==> src/rtl/wb_stage_cp0.sv <==
// Write-back stage of the 5-stage MIPS pipeline, with a CP0 subset (Count, Compare, Status, Cause, EPC).
// Commits exceptions and ERET, redirects fetch on a flush, and reports pending interrupts to decode.
module wb_stage_cp0 #(
   parameter int          MS_TO_WS_BUS_WD = 149,
   parameter logic [31:0] EX_ENTRY        = 32'hbfc00380
) (
   input  logic                       clk,
   input  logic                       resetn,
   input  logic                       ms_to_ws_valid,
   input  logic [MS_TO_WS_BUS_WD-1:0] ms_to_ws_bus,
   output logic                       ws_allowin,
   input  logic [5:0]                 hw_int,
   output logic                       rf_we,
   output logic [4:0]                 rf_waddr,
   output logic [31:0]                rf_wdata,
   output logic                       ws_flush,
   output logic [31:0]                ws_flush_pc,
   output logic                       int_pending,
   output logic [31:0]                debug_wb_pc
);

   logic                       ws_valid;
   logic                       ws_ready_go;
   logic [MS_TO_WS_BUS_WD-1:0] ws_bus;

   logic [31:0] rt_value;
   logic        eret;
   logic        bd;
   logic        mtc0_we;
   logic [4:0]  cp0_addr;
   logic        res_from_cp0;
   logic        ex;
   logic [4:0]  excode;
   logic        gr_we;
   logic [4:0]  dest;
   logic [31:0] final_result;
   logic [31:0] pc;
   logic        unused_alu_result;

   assign rt_value          = ws_bus[148:117];
   assign eret              = ws_bus[116];
   assign bd                = ws_bus[115];
   assign mtc0_we           = ws_bus[114];
   assign cp0_addr          = ws_bus[113:109];
   assign res_from_cp0      = ws_bus[108];
   assign unused_alu_result = ^ws_bus[107:76];
   assign ex                = ws_bus[75];
   assign excode            = ws_bus[74:70];
   assign gr_we             = ws_bus[69];
   assign dest              = ws_bus[68:64];
   assign final_result      = ws_bus[63:32];
   assign pc                = ws_bus[31:0];

   logic ex_commit;
   logic eret_commit;
   logic mtc0_commit;

   assign ex_commit   = ws_valid & ex;
   assign eret_commit = ws_valid & eret & ~ex;
   assign mtc0_commit = ws_valid & mtc0_we & ~ex;

   assign ws_ready_go = 1'b1;
   assign ws_allowin  = ~ws_valid | ws_ready_go;

   // Flush beats a same-cycle load so nothing younger than the faulting instruction survives.
   always_ff @(posedge clk or negedge resetn) begin
      if (!resetn) begin
         ws_valid <= 1'b0;
         ws_bus   <= '0;
      end else begin
         if (ws_flush)
            ws_valid <= 1'b0;
         else if (ws_allowin)
            ws_valid <= ms_to_ws_valid;
         if (ms_to_ws_valid && ws_allowin && !ws_flush)
            ws_bus <= ms_to_ws_bus;
      end
   end

   logic [7:0]  status_im;
   logic        status_exl;
   logic        status_ie;
   logic        cause_bd;
   logic        cause_ti;
   logic [1:0]  cause_ip_sw;
   logic [4:0]  cause_excode;
   logic [31:0] epc;
   logic [31:0] count;
   logic [31:0] compare;
   logic        tick;

   logic [7:2]  cause_ip_hw;
   logic [31:0] status_val;
   logic [31:0] cause_val;
   logic [31:0] cp0_rdata;
   logic        wr_status;
   logic        wr_cause;
   logic        wr_epc;
   logic        wr_count;
   logic        wr_compare;

   assign wr_status  = mtc0_commit && (cp0_addr == 5'd12);
   assign wr_cause   = mtc0_commit && (cp0_addr == 5'd13);
   assign wr_epc     = mtc0_commit && (cp0_addr == 5'd14);
   assign wr_count   = mtc0_commit && (cp0_addr == 5'd9);
   assign wr_compare = mtc0_commit && (cp0_addr == 5'd11);

   assign cause_ip_hw = hw_int | {cause_ti, 5'b0};
   assign status_val  = {9'b0, 1'b1, 6'b0, status_im, 6'b0, status_exl, status_ie};
   assign cause_val   = {cause_bd, cause_ti, 14'b0, cause_ip_hw, cause_ip_sw,
                         1'b0, cause_excode, 2'b0};

   // A nested exception (EXL already set) keeps the original EPC and BD.
   always_ff @(posedge clk or negedge resetn) begin
      if (!resetn) begin
         status_im    <= 8'h00;
         status_exl   <= 1'b0;
         status_ie    <= 1'b0;
         cause_bd     <= 1'b0;
         cause_ti     <= 1'b0;
         cause_ip_sw  <= 2'b00;
         cause_excode <= 5'd0;
         epc          <= 32'h0;
         count        <= 32'h0;
         compare      <= 32'h0;
         tick         <= 1'b0;
      end else begin
         tick <= ~tick;
         if (wr_count)
            count <= rt_value;
         else if (tick)
            count <= count + 32'd1;

         if (wr_compare) begin
            compare  <= rt_value;
            cause_ti <= 1'b0;
         end else if (count == compare) begin
            cause_ti <= 1'b1;
         end

         if (ex_commit) begin
            status_exl   <= 1'b1;
            cause_excode <= excode;
            if (!status_exl) begin
               epc      <= bd ? (pc - 32'd4) : pc;
               cause_bd <= bd;
            end
         end else if (eret_commit) begin
            status_exl <= 1'b0;
         end else begin
            if (wr_status) begin
               status_im  <= rt_value[15:8];
               status_exl <= rt_value[1];
               status_ie  <= rt_value[0];
            end
            if (wr_cause)
               cause_ip_sw <= rt_value[9:8];
            if (wr_epc)
               epc <= rt_value;
         end
      end
   end

   always_comb begin
      cp0_rdata = 32'h0;
      case (cp0_addr)
         5'd9:    cp0_rdata = count;
         5'd11:   cp0_rdata = compare;
         5'd12:   cp0_rdata = status_val;
         5'd13:   cp0_rdata = cause_val;
         5'd14:   cp0_rdata = epc;
         default: cp0_rdata = 32'h0;
      endcase
   end

   assign rf_we       = ws_valid & gr_we & ~ex;
   assign rf_waddr    = dest;
   assign rf_wdata    = res_from_cp0 ? cp0_rdata : final_result;
   assign ws_flush    = ex_commit | eret_commit;
   assign ws_flush_pc = ex_commit ? EX_ENTRY : epc;
   assign debug_wb_pc = pc;
   assign int_pending = (|({cause_ip_hw, cause_ip_sw} & status_im)) & status_ie & ~status_exl;

endmodule
==> config.mk <==
export PLATFORM = sky130hd
export DESIGN_NAME = wb_stage_cp0
export DESIGN_NICKNAME = d
export VERILOG_FILES = /design/src/rtl/wb_stage_cp0.sv
export SDC_FILE = /design/constraint.sdc
export NUM_CORES = 1
export LEC_CHECK = 0
export BUFFER_PORTS_ARGS = -buffer_cell sky130_fd_sc_hd__buf_2
export CORE_ASPECT_RATIO = 0.7
export CORE_MARGIN = 5
export CORE_UTILIZATION = 43
export CTS_BUF_LIST = sky130_fd_sc_hd__clkbuf_8 sky130_fd_sc_hd__clkbuf_16
export CTS_CLUSTER_SIZE = 25
export DETAILED_ROUTE_END_ITERATION = 8
export PLACE_DENSITY = 0.66
export SETUP_SLACK_MARGIN = 0.15
export SYNTH_ARGS = -nofsm -noshare
export SYNTH_HDL_FRONTEND = slang
export SYNTH_SLANG_ARGS = --single-unit
==> constraint.sdc <==
create_clock -name clk -period 2.2 [get_ports clk]
set_input_delay 0.33 -clock clk [delete_from_list [all_inputs] [get_ports clk]]
set_output_delay 0.33 -clock clk [all_outputs]
set_load 0.01 [all_outputs]
==> results.json <==
{
  "io_buffers": 229,
  "ir_drop_v": 0.0005586,
  "htree_levels": 1,
  "syn_area_per_cell_sq_um": 10.40,
  "cts_buffers": 24,
  "drc": 0,
  "swShare_pct": 35.96,
  "path_cells": "and4bb_2, and2_4, buf_12, buf_4, buf_8, a222oi_1, a21boi_2, o22ai_1, buf_4, buf_6",
  "synth_largest_area_cell": "dfrtp_1",
  "synth-async-reset-ratio_pct": 100.0,
  "placed_cells": 1744,
  "power_density_nw_per_um2": 1028,
  "dr.first_iter.drc_count": 1069,
  "die_area_sq_um": 31340,
  "synth-edff-count": 0,
  "vias": 10160,
  "fp.dieH_um": 149.6,
  "clock_sinks": 234,
  "rsz0062_at_grt": "yes",
  "synth.most_common_cell": "dfrtp_1",
  "nets": 1599,
  "synth.top_cell.area_share_pct": 48.90,
  "track_usage_pct": 24.61,
  "grt_max_degree": 68,
  "arrival_ns": 2.58,
  "clkTransAtPathRegs_ns": 0.06,
  "synth-seq-area-share_pct": 48.90,
  "tritoncts": "built",
  "hold_viol_final": 0,
  "ant_nets": 0,
  "grt_remaining_overflow": 0,
  "total_power_mw": 15.92,
  "r2r_end": "epc[23]$_DFFE_PN0P_",
  "hold_depth": 3,
  "syn-cell-area_sq_um": 11980,
  "dp_hpwl_um": 29900,
  "intPower_mw": 10.19,
  "grt_pass1_wl_um": 60070,
  "die_w_um": 209.5,
  "yosys_warnings": 0,
  "io_pins": 263,
  "timing.fmax_ghz": 0.3442,
  "clockBufferDepth": 3,
  "hp-class": "in -> reg",
  "n_antenna_cell": 0,
  "clkPwrFrac_pct": 26.5,
  "max-cap-violations": 0,
  "worst_pin_slew_ns": 0.6579,
  "startpoint_type": "flip-flop",
  "drive_gt1_share_pct": 41.87,
  "via_per_inst": 5.558,
  "rr_worst_depth": 5,
  "wirelength_um": 39800,
  "p_leak_nw": 7.112,
  "synth_nets": 1312,
  "p_seq_share_pct": 43.7,
  "whs_endpoint": "ws_bus[57]$_DFFE_PN0P_",
  "num_rows": 51,
  "synth-seq-cells": 234,
  "r2r_start": "ws_bus[16]$_DFFE_PN0P_",
  "root_buffer": "clkbuf_16",
  "cpPeakStageDelay_ns": 0.43,
  "synth_cells": 1152,
  "coreArea_sq_um": 27630,
  "start_util_pct": 43.34,
  "setup_viol": 32,
  "routabilityCongestion": 0.9430,
  "grt_pass1_vias": 9813,
  "layout_min_cycle_time_ns": 2.905,
  "finalNonFillerCells": 1828,
  "rrSetupSlack_ns": 0.19,
  "ys_top_cells_by_count": "dfrtp_1, mux2_2, nand2_1",
  "setup_ws_ns": -0.7051,
  "slew_headroom_pct": 56.14,
  "antenna_found_initial": 2,
  "fill_cells": 2417,
  "fin_crit_sh_pct": 132.1,
  "cp_slowest_cell": "dfrtp_2",
  "end_kind": "primary output",
  "finalHoldWorstSlack_ns": 0.01346,
  "violations": "setup timing",
  "crit_required_ns": 1.87,
  "dr.pass1.iters": 8,
  "net-switching-power_mw": 5.725,
  "synth_cell_types": 64,
  "min_from": "ms_to_ws_bus[57]",
  "worst-setup-path-type": "reg -> out",
  "clock_skew_ns": 0.01185,
  "synthFlopType": "dfrtp_1",
  "drv_slew": 0,
  "synth_area_leaders": "dfrtp_1, mux2_2, xor2_1, nand2_1, o21ai_0",
  "areaGrowthSynthToFinish_pct": 29.26,
  "worstSkewPairLatency_ns": 0.53,
  "final_core_util_pct": 56.02,
  "cp_max_fo": 4,
  "cpMostUsedCell": "buf_4",
  "p_comb_share_pct": 29.8,
  "status": "finished with violations",
  "wire_per_inst_um": 21.77
}
## metrics by stage
stage / setup TNS [ns] / setup WS [ns] / instance area, sq um
3_3_place_gp: -1.168 / -0.1879 / 13960
3_5_place_dp: -1.140 / -0.1844 / 13960
5_1_grt: -20.83 / -0.7929 / 15480
2_1_floorplan: 0 / 0.1401 / 11980
6_report: -18.07 / -0.7051 / 15480
4_1_cts: -15.02 / -0.6255 / 15110
## area by class of cell
| type | count | area, sq um | share of cell area, % |
|---|---|---|---|
| repair buffers | 376 | 2507 | 16.20 |
| well taps | 371 | 464.2 | 2.999 |
| flip-flops and latches | 234 | 5866 | 37.90 |
| inverters | 35 | 131.4 | 0.8488 |
| clock inverters | 14 | 120.1 | 0.7760 |
| multi-input cells | 768 | 5695 | 36.80 |
| clock buffers | 30 | 694.4 | 4.486 |
## routing by layer
| layer | GRT usage [%] | wire, um |
|---|---|---|
| met4 | 5.706 | 982 |
| met2 | 34.23 | 16220 |
| met3 | 6.748 | 4095 |
| met5 | 0 | 20 |
| met1 | 38.02 | 18490 |
## worst max-delay path, delay by kind of cell (launching register included)
family          cells  cell delay [ns]
simple gates        2             0.43
compound gates      3             0.52
flops               1             0.43
buf+inv             5             0.67
## flip-flops by register name, summed over array words and instances, names as in the netlist
register	flops
count	32
status_exl	1
cause_ti	1
cause_excode	5
cause_bd	1
ws_bus	117
compare	32
status_im	8
cause_ip_sw	2
status_ie	1
tick	1
ws_valid	1
epc	32
## cells by family after synthesis
| kind of cell | count (synthesis) | share of synthesized area (%) |
|---|---|---|
| compound gates | 216 | 11.60 |
| xor+xnor | 85 | 6.217 |
| fa+ha+maj | 2 | 0.2089 |
| buf+inv | 150 | 6.050 |
| flops | 234 | 48.90 |
| mux | 136 | 12.75 |
| other cells | 1 | 0.03131 |
| simple gates | 328 | 14.25 |
## worst max-delay path by stage
| stage | from | end | slack [ns] | cells after the start |
|---|---|---|---|---|
| 4_1_cts | ws_bus[112]$_DFFE_PN0P_ | rf_wdata[18] | -0.63 | 8 |
| 3_3_place_gp | ws_bus[112]$_DFFE_PN0P_ | rf_wdata[18] | -0.19 | 8 |
| 3_5_place_dp | ws_bus[112]$_DFFE_PN0P_ | rf_wdata[18] | -0.18 | 8 |
| 6_report | ws_bus[112]$_DFFE_PN0P_ | rf_wdata[0] | -0.71 | 10 |
| 2_1_floorplan | ws_bus[16]$_DFFE_PN0P_ | epc[23]$_DFFE_PN0P_ | 0.14 | 6 |
| 5_1_grt | ws_bus[112]$_DFFE_PN0P_ | rf_wdata[0] | -0.79 | 10 |
## layout by cell type, fill, tap and decap left out, types with 24 or more instances in the layout
cell type / synthesis / final
a222oi_1: 24 / 24
o21ai_0: 89 / 80
dfrtp_1: 234 / 226
and2_1: 26 / 24
buf_4: 39 / 112
xnor2_1: 28 / 27
mux2_2: 132 / 132
inv_1: 35 / 38
xor2_1: 57 / 57
buf_2: 6 / 227
clkbuf_16: 0 / 25
nor2_1: 42 / 39
nand2_1: 124 / 119
## timing repair
item                                   CTS  global route
gates resized for setup                 36            63
gates cloned                             1             1
setup buffers                            5            22
endpoints found under the hold margin   71             0
hold buffers                            11             0
pin swaps                               35            31
setup endpoints to repair               70            72
## power by group through the flow
stage | sequential, mW | combinational, mW | clock (mW)
after CTS | 6.86 | 4.62 | 4.29
after floorplan | 6.24 | 2.89 | 0
final | 6.95 | 4.75 | 4.22
after global routing | 7.05 | 5.17 | 4.46
after global placement | 6.86 | 4.44 | 0
after detailed placement | 6.91 | 4.49 | 0
No activity file was read; power rests on OpenSTA's default activity.
